[config.mk]
export PLATFORM = sky130hd
export DESIGN_NAME = ram_copy_engine
export DESIGN_NICKNAME = d
export VERILOG_FILES = /design/src/rtl/ram_copy_engine.sv
export SDC_FILE = /design/constraint.sdc
export NUM_CORES = 1
export LEC_CHECK = 0
export CORE_MARGIN = 3
export CORE_UTILIZATION = 50
export DETAILED_ROUTE_END_ITERATION = 8
export PLACE_DENSITY = 0.9
export REMOVE_ABC_BUFFERS = 1
export SETUP_SLACK_MARGIN = 0.1
export SYNTH_ARGS = -nofsm -noshare
export SYNTH_HDL_FRONTEND = slang
export SYNTH_SLANG_ARGS = --single-unit
export TNS_END_PERCENT = 5
[constraint.sdc]
create_clock -name i_clk -period 6.9 [get_ports i_clk]
set_clock_uncertainty 0.15 [all_clocks]
set_input_delay 1.38 -clock i_clk [delete_from_list [all_inputs] [get_ports i_clk]]
set_output_delay 1.38 -clock i_clk [all_outputs]
set_load 0.05 [all_outputs]
[src/rtl/ram_copy_engine.sv]
// ram_copy_engine: drives one port of the flip-flop RAM to perform block copy
// (read-then-write per word, ascending) and block fill, then pulses o_done.
//
// Handshake: a command transfers on the rising edge where i_cmd_valid and
// o_cmd_ready are both high. o_cmd_ready is high only in IDLE. A command
// presented while busy is neither accepted nor remembered, so the issuer must
// keep it asserted until it sees o_cmd_ready.
module ram_copy_engine #(
  parameter  int DATA    = 32,
  parameter  int BYTE    = DATA,
  parameter  int DEPTH   = 4,
  parameter  int RLAT    = 0,
  localparam int BYTESEL = DATA / BYTE,
  localparam int ADDR    = $clog2(DEPTH)
) (
  input  logic               i_clk,
  input  logic               i_reset,
  input  logic               i_cmd_valid,
  output logic               o_cmd_ready,
  input  logic               i_cmd_fill,
  input  logic [ADDR-1:0]    i_cmd_src,
  input  logic [ADDR-1:0]    i_cmd_dst,
  input  logic [ADDR:0]      i_cmd_len,
  input  logic [DATA-1:0]    i_cmd_pattern,
  output logic               o_busy,
  output logic               o_done,
  output logic [BYTESEL-1:0] o_ram_en,
  output logic               o_ram_rw_,
  output logic [ADDR-1:0]    o_ram_addr,
  output logic [DATA-1:0]    o_ram_wdata,
  input  logic [DATA-1:0]    i_ram_rdata,
  output logic [1:0]         o_state
);

  localparam int LEN_W = ADDR + 1;

  typedef enum logic [1:0] {
    S_IDLE  = 2'd0,
    S_READ  = 2'd1,
    S_WRITE = 2'd2,
    S_DONE  = 2'd3
  } state_t;

  state_t             r_state;
  logic [LEN_W-1:0]   r_i;
  logic [ADDR-1:0]    r_src;
  logic [ADDR-1:0]    r_dst;
  logic [LEN_W-1:0]   r_len;
  logic               r_fill;
  logic [DATA-1:0]    r_pattern;
  logic [DATA-1:0]    r_hold;
  logic [BYTESEL-1:0] r_ram_en;
  logic               r_ram_rw_;
  logic [ADDR-1:0]    r_ram_addr;
  logic               r_cmd_ready;
  logic               r_busy;
  logic               r_done;

  logic [LEN_W-1:0]   w_i_nxt;
  logic               w_more;
  logic [ADDR-1:0]    w_src_nxt;
  logic [ADDR-1:0]    w_dst_cur;
  logic [ADDR-1:0]    w_dst_nxt;
  logic [DATA-1:0]    w_wdata;

  // Word index arithmetic; address sums wrap modulo 2^ADDR by truncation.
  assign w_i_nxt   = r_i + LEN_W'(1);
  assign w_more    = (w_i_nxt < r_len);
  assign w_src_nxt = r_src + w_i_nxt[ADDR-1:0];
  assign w_dst_cur = r_dst + r_i[ADDR-1:0];
  assign w_dst_nxt = r_dst + w_i_nxt[ADDR-1:0];

  // Control FSM: port drive and status flags are registered together with the
  // next state so they line up with the state they describe.
  always_ff @(posedge i_clk) begin
    if (i_reset) begin
      r_state     <= S_IDLE;
      r_i         <= '0;
      r_src       <= '0;
      r_dst       <= '0;
      r_len       <= '0;
      r_fill      <= 1'b0;
      r_pattern   <= '0;
      r_hold      <= '0;
      r_ram_en    <= '0;
      r_ram_rw_   <= 1'b1;
      r_ram_addr  <= '0;
      r_cmd_ready <= 1'b1;
      r_busy      <= 1'b0;
      r_done      <= 1'b0;
    end else begin
      case (r_state)
        S_IDLE: begin
          if (i_cmd_valid) begin
            r_src       <= i_cmd_src;
            r_dst       <= i_cmd_dst;
            r_len       <= i_cmd_len;
            r_fill      <= i_cmd_fill;
            r_pattern   <= i_cmd_pattern;
            r_i         <= '0;
            r_cmd_ready <= 1'b0;
            r_busy      <= 1'b1;
            if (i_cmd_len == '0) begin
              r_state <= S_DONE;
              r_done  <= 1'b1;
            end else if (i_cmd_fill) begin
              r_state    <= S_WRITE;
              r_ram_en   <= {BYTESEL{1'b1}};
              r_ram_rw_  <= 1'b0;
              r_ram_addr <= i_cmd_dst;
            end else begin
              r_state    <= S_READ;
              r_ram_en   <= {BYTESEL{1'b1}};
              r_ram_rw_  <= 1'b1;
              r_ram_addr <= i_cmd_src;
            end
          end
        end
        S_READ: begin
          // A combinational-read RAM only holds the word during READ, so keep it.
          if (RLAT == 0) begin
            r_hold <= i_ram_rdata;
          end
          r_state    <= S_WRITE;
          r_ram_rw_  <= 1'b0;
          r_ram_addr <= w_dst_cur;
        end
        S_WRITE: begin
          if (w_more) begin
            r_i <= w_i_nxt;
            if (r_fill) begin
              r_ram_addr <= w_dst_nxt;
            end else begin
              r_state    <= S_READ;
              r_ram_rw_  <= 1'b1;
              r_ram_addr <= w_src_nxt;
            end
          end else begin
            r_state    <= S_DONE;
            r_ram_en   <= '0;
            r_ram_rw_  <= 1'b1;
            r_ram_addr <= '0;
            r_done     <= 1'b1;
          end
        end
        default: begin
          r_state     <= S_IDLE;
          r_done      <= 1'b0;
          r_busy      <= 1'b0;
          r_cmd_ready <= 1'b1;
        end
      endcase
    end
  end

  // Write data source: fill pattern, held read word, or the RAM's output register.
  always_comb begin
    w_wdata = '0;
    if (r_state == S_WRITE) begin
      if (r_fill) begin
        w_wdata = r_pattern;
      end else if (RLAT == 1) begin
        w_wdata = i_ram_rdata;
      end else begin
        w_wdata = r_hold;
      end
    end
  end

  assign o_cmd_ready = r_cmd_ready;
  assign o_busy      = r_busy;
  assign o_done      = r_done;
  assign o_ram_en    = r_ram_en;
  assign o_ram_rw_   = r_ram_rw_;
  assign o_ram_addr  = r_ram_addr;
  assign o_ram_wdata = w_wdata;
  assign o_state     = r_state;

endmodule

**Word level (Yosys, flattened, before mapping)**

Index checks and enable logic that the tools add are counted.

- Flip-flop bits (word level): 84

- Add/sub/neg operators: 4
- Order comparisons: 1
- Equality and inequality tests: 8
- Muxes and demuxes: 35
- Bitwise gates (word level): 2
- Reduce and logical (&&, ||, !) cells: 13

Operator list:

| kind | number |
|---|---|
| $mux 32 | 2 |
| $mux 2 | 10 |
| $mux 1 | 13 |
| $pmux 2 s3 | 2 |
| $reduce_and 4->1 | 3 |
| $ne 2x2->1 const B | 5 |
| $add 2x2->2 | 3 |
| $mux 3 | 2 |
| $pmux 1 s2 | 3 |
| $pmux 1 s3 | 2 |
| $pmux 3 s2 | 1 |
| $reduce_and 2->1 | 3 |
| $reduce_and 3->1 | 2 |
| $add 3x1->3 const B | 1 |
| $logic_not 3->1 | 1 |
| $lt 3x3->1 | 1 |
| $ne 3x3->1 const B | 1 |
| $reduce_bool 3->1 | 1 |
| $eq 2x1->1 const B | 1 |
| $eq 2x2->1 const B | 1 |
| $logic_not 2->1 | 1 |
| $not 1->1 | 2 |
| $reduce_bool 2->1 | 1 |
| $reduce_or 2->1 | 1 |

**Depth between registers and ports, before layout**

Gate-level depths: netlist (run 1).

- Depth after elaboration: 5
- Mapped depth: 7

**Least setup slack after synthesis (run 1)**

OpenSTA, ideal clock, no wires.

- Path kind: register -> output
- Start point: register r_state[1] (netlist: o_state[1])
- End point: output o_ram_wdata[10]
- Arrival: 2.136 ns
- Required time: 5.370 ns
- Slack: 3.234 ns
- Cell stages (with the launch flop): 6
- Buffers on the path: 2
- Cells stage by stage: dfxtp_1 ha_1 buf_2 clkinv_1 clkbuf_1 nor2_1

- Word-level cells in the longest chain between the ends: 2

Ends and longest elaborated chain:

| item | line | source |
|---|---|---|
| start: declaration | 44 | `state_t r_state;` |
| start signal: assignment | 77 | `r_state <= S_IDLE;` |
| start signal: assignment | 104 | `r_state <= S_DONE;` |
| start signal: assignment | 107 | `r_state <= S_WRITE;` |
| $eq 2x2->1 | 159 | `if (r_state == S_WRITE) begin` |
| $mux 32 | 159 |  |
| end: declaration | 30 | `output logic [DATA-1:0] o_ram_wdata,` |

No other way between the ends.

**Worst setup path in the final report (run 1)**

- Start point: register r_state[0] (netlist: o_state[0])
- End point: output o_ram_wdata[22]

Same word-level chain as after synthesis.

==> run_results.csv, run 1 <==
group,metric,value,unit
place,io_buffers,115,
finish,diodes,0,
timing,rsz0062_at_grt,"false",
detailed_routing,vias,3571,
job,drv_cap,0,
cts,clock_path_buffers,2,
grt,antenna_found_initial,0,
synth,synth.top_cell.area_share,0.433,
detailed_routing,drcViolationCount,0,
cts,path_clk_slew,80,ps
pwr,p_leak,1.89,nW
cts,cts_tree,"built",
detailed_routing,drtPass1Iterations,4,
worst_setup_path,arrival,3600,ps
min_path,hp-class,"register to register",
cts,cts_buffers,9,
finish,nets,646,
place,routabilityCongestion,0.824,
floorplanning,pin_count,116,
pwr,vdd_drop_max,163,uV
synth,synth-seq-cells,84,
grt,grt_util_all_layers,0.225,
finish,finish.utilization,0.711,
floorplanning,die_w,94.1,um
floorplanning,core,7410,um^2
place,hpwl,6790,um
synth,synth_cells,468,
floorplanning,start_util,0.524,
timing,tightest_slew,1200,ps
timing,setup_violations,0,
cts,post_cts_buffers,0,
cts,root_buffer,"clkbuf_8",
worst_setup_path,cp_data_required_time,5370,ps
floorplanning,row_count,31,
outcome,status,"finished, final reports clean",
timing,slew_viol_final,0,
floorplanning,die_area,8860,um^2
synth,synth_top_area_cell,"dfxtp_1",
cts,worstSkewPairLatency,340,ps
pwr,p_per_area,353,nW/um^2
pwr,power.total,1.86,mW
synth,seq_area_frac_synth,0.433,
detailed_routing,wl_per_cell,14.9,um
cts,clock-sinks,84,
cts,h-tree-depth,3,
detailed_routing,vias_per_cell,5.38,
worst_setup_path,cp-end-kind,"primary output",
synth,ys_top_cells_by_area,"dfxtp_1 (43%), mux2i_1 (18%), nand2_1 (9.3%)",
synth,synth_cell_types,37,
timing,post-route-period-util,0.744,
synth,syn_area,3880,um^2
grt,grt_max_degree,55,
worst_setup_path,worstPathMaxFanout,36,
synth,yosys_warnings,0,
timing,hold_viol,0,
timing,finalCriticalPeriod,5130,ps
grt,grt_pass1_vias,3524,
timing,hold_slack,307,ps
timing,relSlewSlack,0.201,
floorplanning,die_h,94.1,um
timing,finalSetupTns,0,ps
detailed_routing,antenna_left,0,
place,place_ws,2120,ps
synth,syn_avg_cell_area,8.30,um^2
grt,grt_pass1_wl,16100,um
detailed_routing,drt-initial-drc-count,158,
cts,cts_resized,0,
timing,fin_ws,1770,ps
finish,area_growth,35.5,%
finish,drive_above_1_share,0.0389,
worst_setup_path,startpoint_type,"register",
cts,cts_hold_buf,0,
grt,gr-total-overflow,0,
timing,max_freq,195,MHz
worst_setup_path,setup.worst_path.class,"register to primary output",
detailed_routing,routed_wl,9920,um
cell usage after synthesis (all sizes together):
library cell / number
a31oi: 4
nand3: 3
a221oi: 1
mux2i: 71
or4: 1
a311oi: 2
a41oi: 2
or3: 1
dfxtp: 84
clkinv: 1
mux2: 1
a32oi: 1
and2: 1
a31o: 1
clkbuf: 24
nor2b: 1
xnor2: 3
nor2: 70
nand4: 1
a21oi: 43
o22ai: 1
nand2: 96
a311o: 2
o21ai: 6
nand2b: 2
o41ai: 1
inv: 8
buf: 11
ha: 9
a211oi: 2
a211o: 2
xor2: 2
o21a: 2
a21o: 2
nor3: 6
state kept, by name, summed over array words and instances, names as in the netlist, 2 cells and up:
name	flops
r_hold	32
r_src	2
r_len	3
r_dst	2
o_state	2
r_i	3
r_pattern	32
o_ram_addr	2
metrics by stage:
step	cell area [um^2]	instances
after floorplan	3740	433
after global placement	5040	650
after CTS	5270	664
after detailed placement	5040	650
after global routing	5270	664
final	5270	664
routing by layer:
metal	vias to the layer above	routed length, um	part of all wire	GRT usage
li1	1754	-	-	-
met1	1669	4240	0.43	0.280
met2	131	4990	0.50	0.396
met3	17	572	0.058	0.0393
met4	0	118	0.012	0.0662
met5	-	0	0	0
power by group:
group / internal, mW / switching [mW]
clock: 0.236 / 0.167
combinational: 0.306 / 0.482
sequential: 0.589 / 0.0785
cells in the final DEF, fill, tap and decap left out, types with 2 or more instances in the layout:
cell | netlist | final
nand3_1 | 3 | 3
dfxtp_1 | 84 | 83
a311oi_1 | 2 | 2
clkbuf_8 | 0 | 9
clkdlybuf4s50_1 | 0 | 114
a311o_1 | 2 | 2
nor3_1 | 6 | 6
nor2_1 | 70 | 70
a21oi_1 | 43 | 43
o21ai_0 | 6 | 6
xor2_1 | 2 | 2
nand2b_1 | 2 | 2
a211oi_1 | 2 | 2
a211o_1 | 2 | 2
o21a_1 | 2 | 2
a41oi_1 | 2 | 2
nand2_1 | 96 | 96
mux2i_1 | 71 | 71
ha_1 | 9 | 8
a31oi_1 | 3 | 3
buf_4 | 0 | 3
a21o_1 | 2 | 2
xnor2_1 | 3 | 3
bufinv_16 | 0 | 3
inv_1 | 8 | 8
cell type report:
| cell class | count | area [um^2] |
|---|---|---|
| clock buffer | 9 | 124 |
| clock inverter | 5 | 103 |
| fill | 575 | 2140 |
| inverter | 9 | 33.8 |
| multi-input combinational | 340 | 2030 |
| sequential | 84 | 1680 |
| tap | 99 | 124 |
| timing repair buffer | 118 | 1170 |
worst paths after layout:
kind,to,cells past startpoint,slack (ps),start
max reg2reg,r_i[2],5,3690,o_state[0]
min,r_pattern[6],2,310,r_pattern[6]
max,o_ram_wdata[22],5,1770,o_state[0]
min reg2reg,r_pattern[6],2,310,r_pattern[6]
worst max-delay path: stages, from the launching register on:
cell             delay (ps)
dfxtp_1                 370
inv_1                   100
ha_1                    500
clkinv_1               1020
nor2_1                  420
clkdlybuf4s50_1         860
kinds of logic (layout without fill, tap and decap cells):
family          count (synthesis)  count (layout)  synth area share
compound gates                 72              72             0.112
fa+ha+maj                       9               9            0.0290
simple gates                  182             182             0.184
flops                          84              84             0.433
mux                            72              72             0.186
xor+xnor                        5               5            0.0113
buf+inv                        44             141            0.0454
Power figures use the tool's default switching activity.
==> inputs of run 2 (changes only) <==
CORE_UTILIZATION = 47   (was 50)
PLACE_DENSITY = 0.86   (was 0.9)
clock period = 4.85 ns   (was 6.9 ns; I/O delays follow)
==> run 2 against run 1 <==
Compared with the run above: non-clock buffer count up 4; highest routed layer unchanged; sequential power up 42%; critical path type unchanged; largest power group unchanged; cell area about the same; critical endpoint is now o_ram_wdata[25].
==> run_results.csv, run 2 (synthesis results as in run 1) <==
group,metric,value,unit
grt,gr-usage-met2,0.368,
cts,root_buffer,"clkbuf_8",
place,placed_cell_area,5070,um^2
detailed_routing,vias,3558,
finish,final_cell_mix,"clkdlybuf4s50_1 (114), nand2_1 (96), dfxtp_1 (83)",
floorplanning,die_area,9390,um^2
job,drv_cap,0,
pwr,power.total,2.56,mW
detailed_routing,antenna_left,0,
grt,antenna_found_initial,0,
grt,use_met3,0.0555,
finish,diodes,0,
detailed_routing,routed_wl,9890,um
timing,max_freq,254,MHz
grt,grt_busiest_layer,"met2",
grt,grt_util_all_layers,0.207,
finish,nets,650,
grt,grt_pass1_wl,16500,um
worst_setup_path,r2r_setup_slack,2320,ps
cts,h-tree-depth,3,
place,io_buffers,115,
cts,cts_hold_buf,0,
floorplanning,die_h,96.9,um
cts,clock_path_buffers,2,
pwr,p_per_area,486,nW/um^2
worst_setup_path,r2r_start,"r_i[0]",
timing,post-route-period-util,0.810,
grt,use_met1,0.256,
finish,final_common_cell,"clkdlybuf4s50_1",
floorplanning,row_count,32,
pwr,vdd_drop_max,196,uV
finish,regArea,1680,um^2
finish,final_area,5260,um^2
floorplanning,pin_count,116,
worst_setup_path,crit_start,"o_state[0]",
pwr,p_leak,1.89,nW
finish,multi_input_area,2030,um^2
cts,cts_tree,"built",
cts,post_cts_buffers,0,
floorplanning,core,7890,um^2
cts,worstSkewPairLatency,350,ps
grt,grt_max_degree,50,
timing,finalCriticalPeriod,3930,ps
timing,slew_viol_final,0,
grt,grt_pass1_vias,3517,
cts,cts_resized,0,
timing,setup_violations,0,
worst_setup_path,cp_slowest_cell,"clkdlybuf4s50_1",
worst_setup_path,cp-end-kind,"primary output",
cts,clock-sinks,84,
cts,cts_buffers,9,
min_path,min_path_cells,2,
min_path,min_to,"r_pattern[21]",
place,hpwl,6920,um
worst_setup_path,arrival,2810,ps
worst_setup_path,setup.worst_path.class,"register to primary output",
detailed_routing,wl_per_cell,14.7,um
worst_setup_path,reg2reg_depth,7,
finish,drive_above_1_share,0.0490,
min_path,min_from,"r_pattern[21]",
timing,hold_viol,0,
detailed_routing,vias_per_cell,5.29,
finish,area_growth,35.5,%
cts,path_clk_slew,90,ps
worst_setup_path,critPathMaxStageDelay,820,ps
detailed_routing,drcViolationCount,0,
timing,tightest_slew,968,ps
place,place_ws,1330,ps
detailed_routing,drt-initial-drc-count,162,
timing,fin_ws,921,ps
worst_setup_path,worstPathMaxFanout,17,
grt,gr-total-overflow,0,
min_path,hp-class,"register to register",
worst_setup_path,startpoint_type,"register",
worst_setup_path,cp_data_required_time,3730,ps
place,routabilityCongestion,0.829,
floorplanning,die_w,96.9,um
worst_setup_path,r2r-end,"r_i[2]",
worst_setup_path,crit_chain,"inv_1, ha_1, clkinv_1, buf_4, nor2_1, clkdlybuf4s50_1",
timing,finalSetupTns,0,ps
timing,relSlewSlack,0.355,
finish,nFillCells,676,
timing,rsz0062_at_grt,"false",
floorplanning,start_util,0.493,
detailed_routing,drtPass1Iterations,4,
finish,reg_top3,"r_hold: 32 flops, r_pattern: 32 flops",
outcome,status,"finished, final reports clean",
-- run 2: layer usage --
layer,vias to the layer above,share of wire
met5,-,0
met4,0,0.0054
met3,6,0.055
met2,102,0.52
met1,1680,0.42
li1,1770,-
-- run 2: where the power goes --
group | internal [mW] | switching (mW)
combinational | 0.445 | 0.696
sequential | 0.838 | 0.108
clock | 0.210 | 0.264
total | 1.49 | 1.07
-- run 2: critical path, delay by kind of cell, from the launching register on --
family        cells  cell delay, ps
buf+inv           4            1360
fa+ha+maj         1             560
flops             1             370
simple gates      1             160
-- run 2: how the worst max path moves through the flow --
| stage | to | depth (start not counted) |
|---|---|---|
| 3_5_place_dp | o_ram_wdata[25] | 6 |
| 4_1_cts | o_ram_wdata[25] | 6 |
| 3_3_place_gp | o_ram_wdata[25] | 6 |
| 5_1_grt | o_ram_wdata[8] | 6 |
| 6_report | o_ram_wdata[25] | 6 |
| 2_1_floorplan | o_ram_wdata[0] | 3 |
-- run 2: layout make-up --
type / instances / area share
Clock buffer: 10 / 0.0261
Clock inverter: 6 / 0.0102
Inverter: 9 / 0.00642
Multi-Input combinational cell: 340 / 0.386
Sequential cell: 84 / 0.320
Tap cell: 102 / 0.0242
Timing Repair Buffer: 122 / 0.228
-- run 2: stage by stage --
step / hold WS, ps / std cells / util
finish: 309 / 673 / 0.667
floorplan: 278 / 433 / -
CTS: 310 / 673 / 0.667
global placement: 292 / 657 / 0.643
global route: 334 / 673 / 0.667
detailed placement: 296 / 657 / 0.643
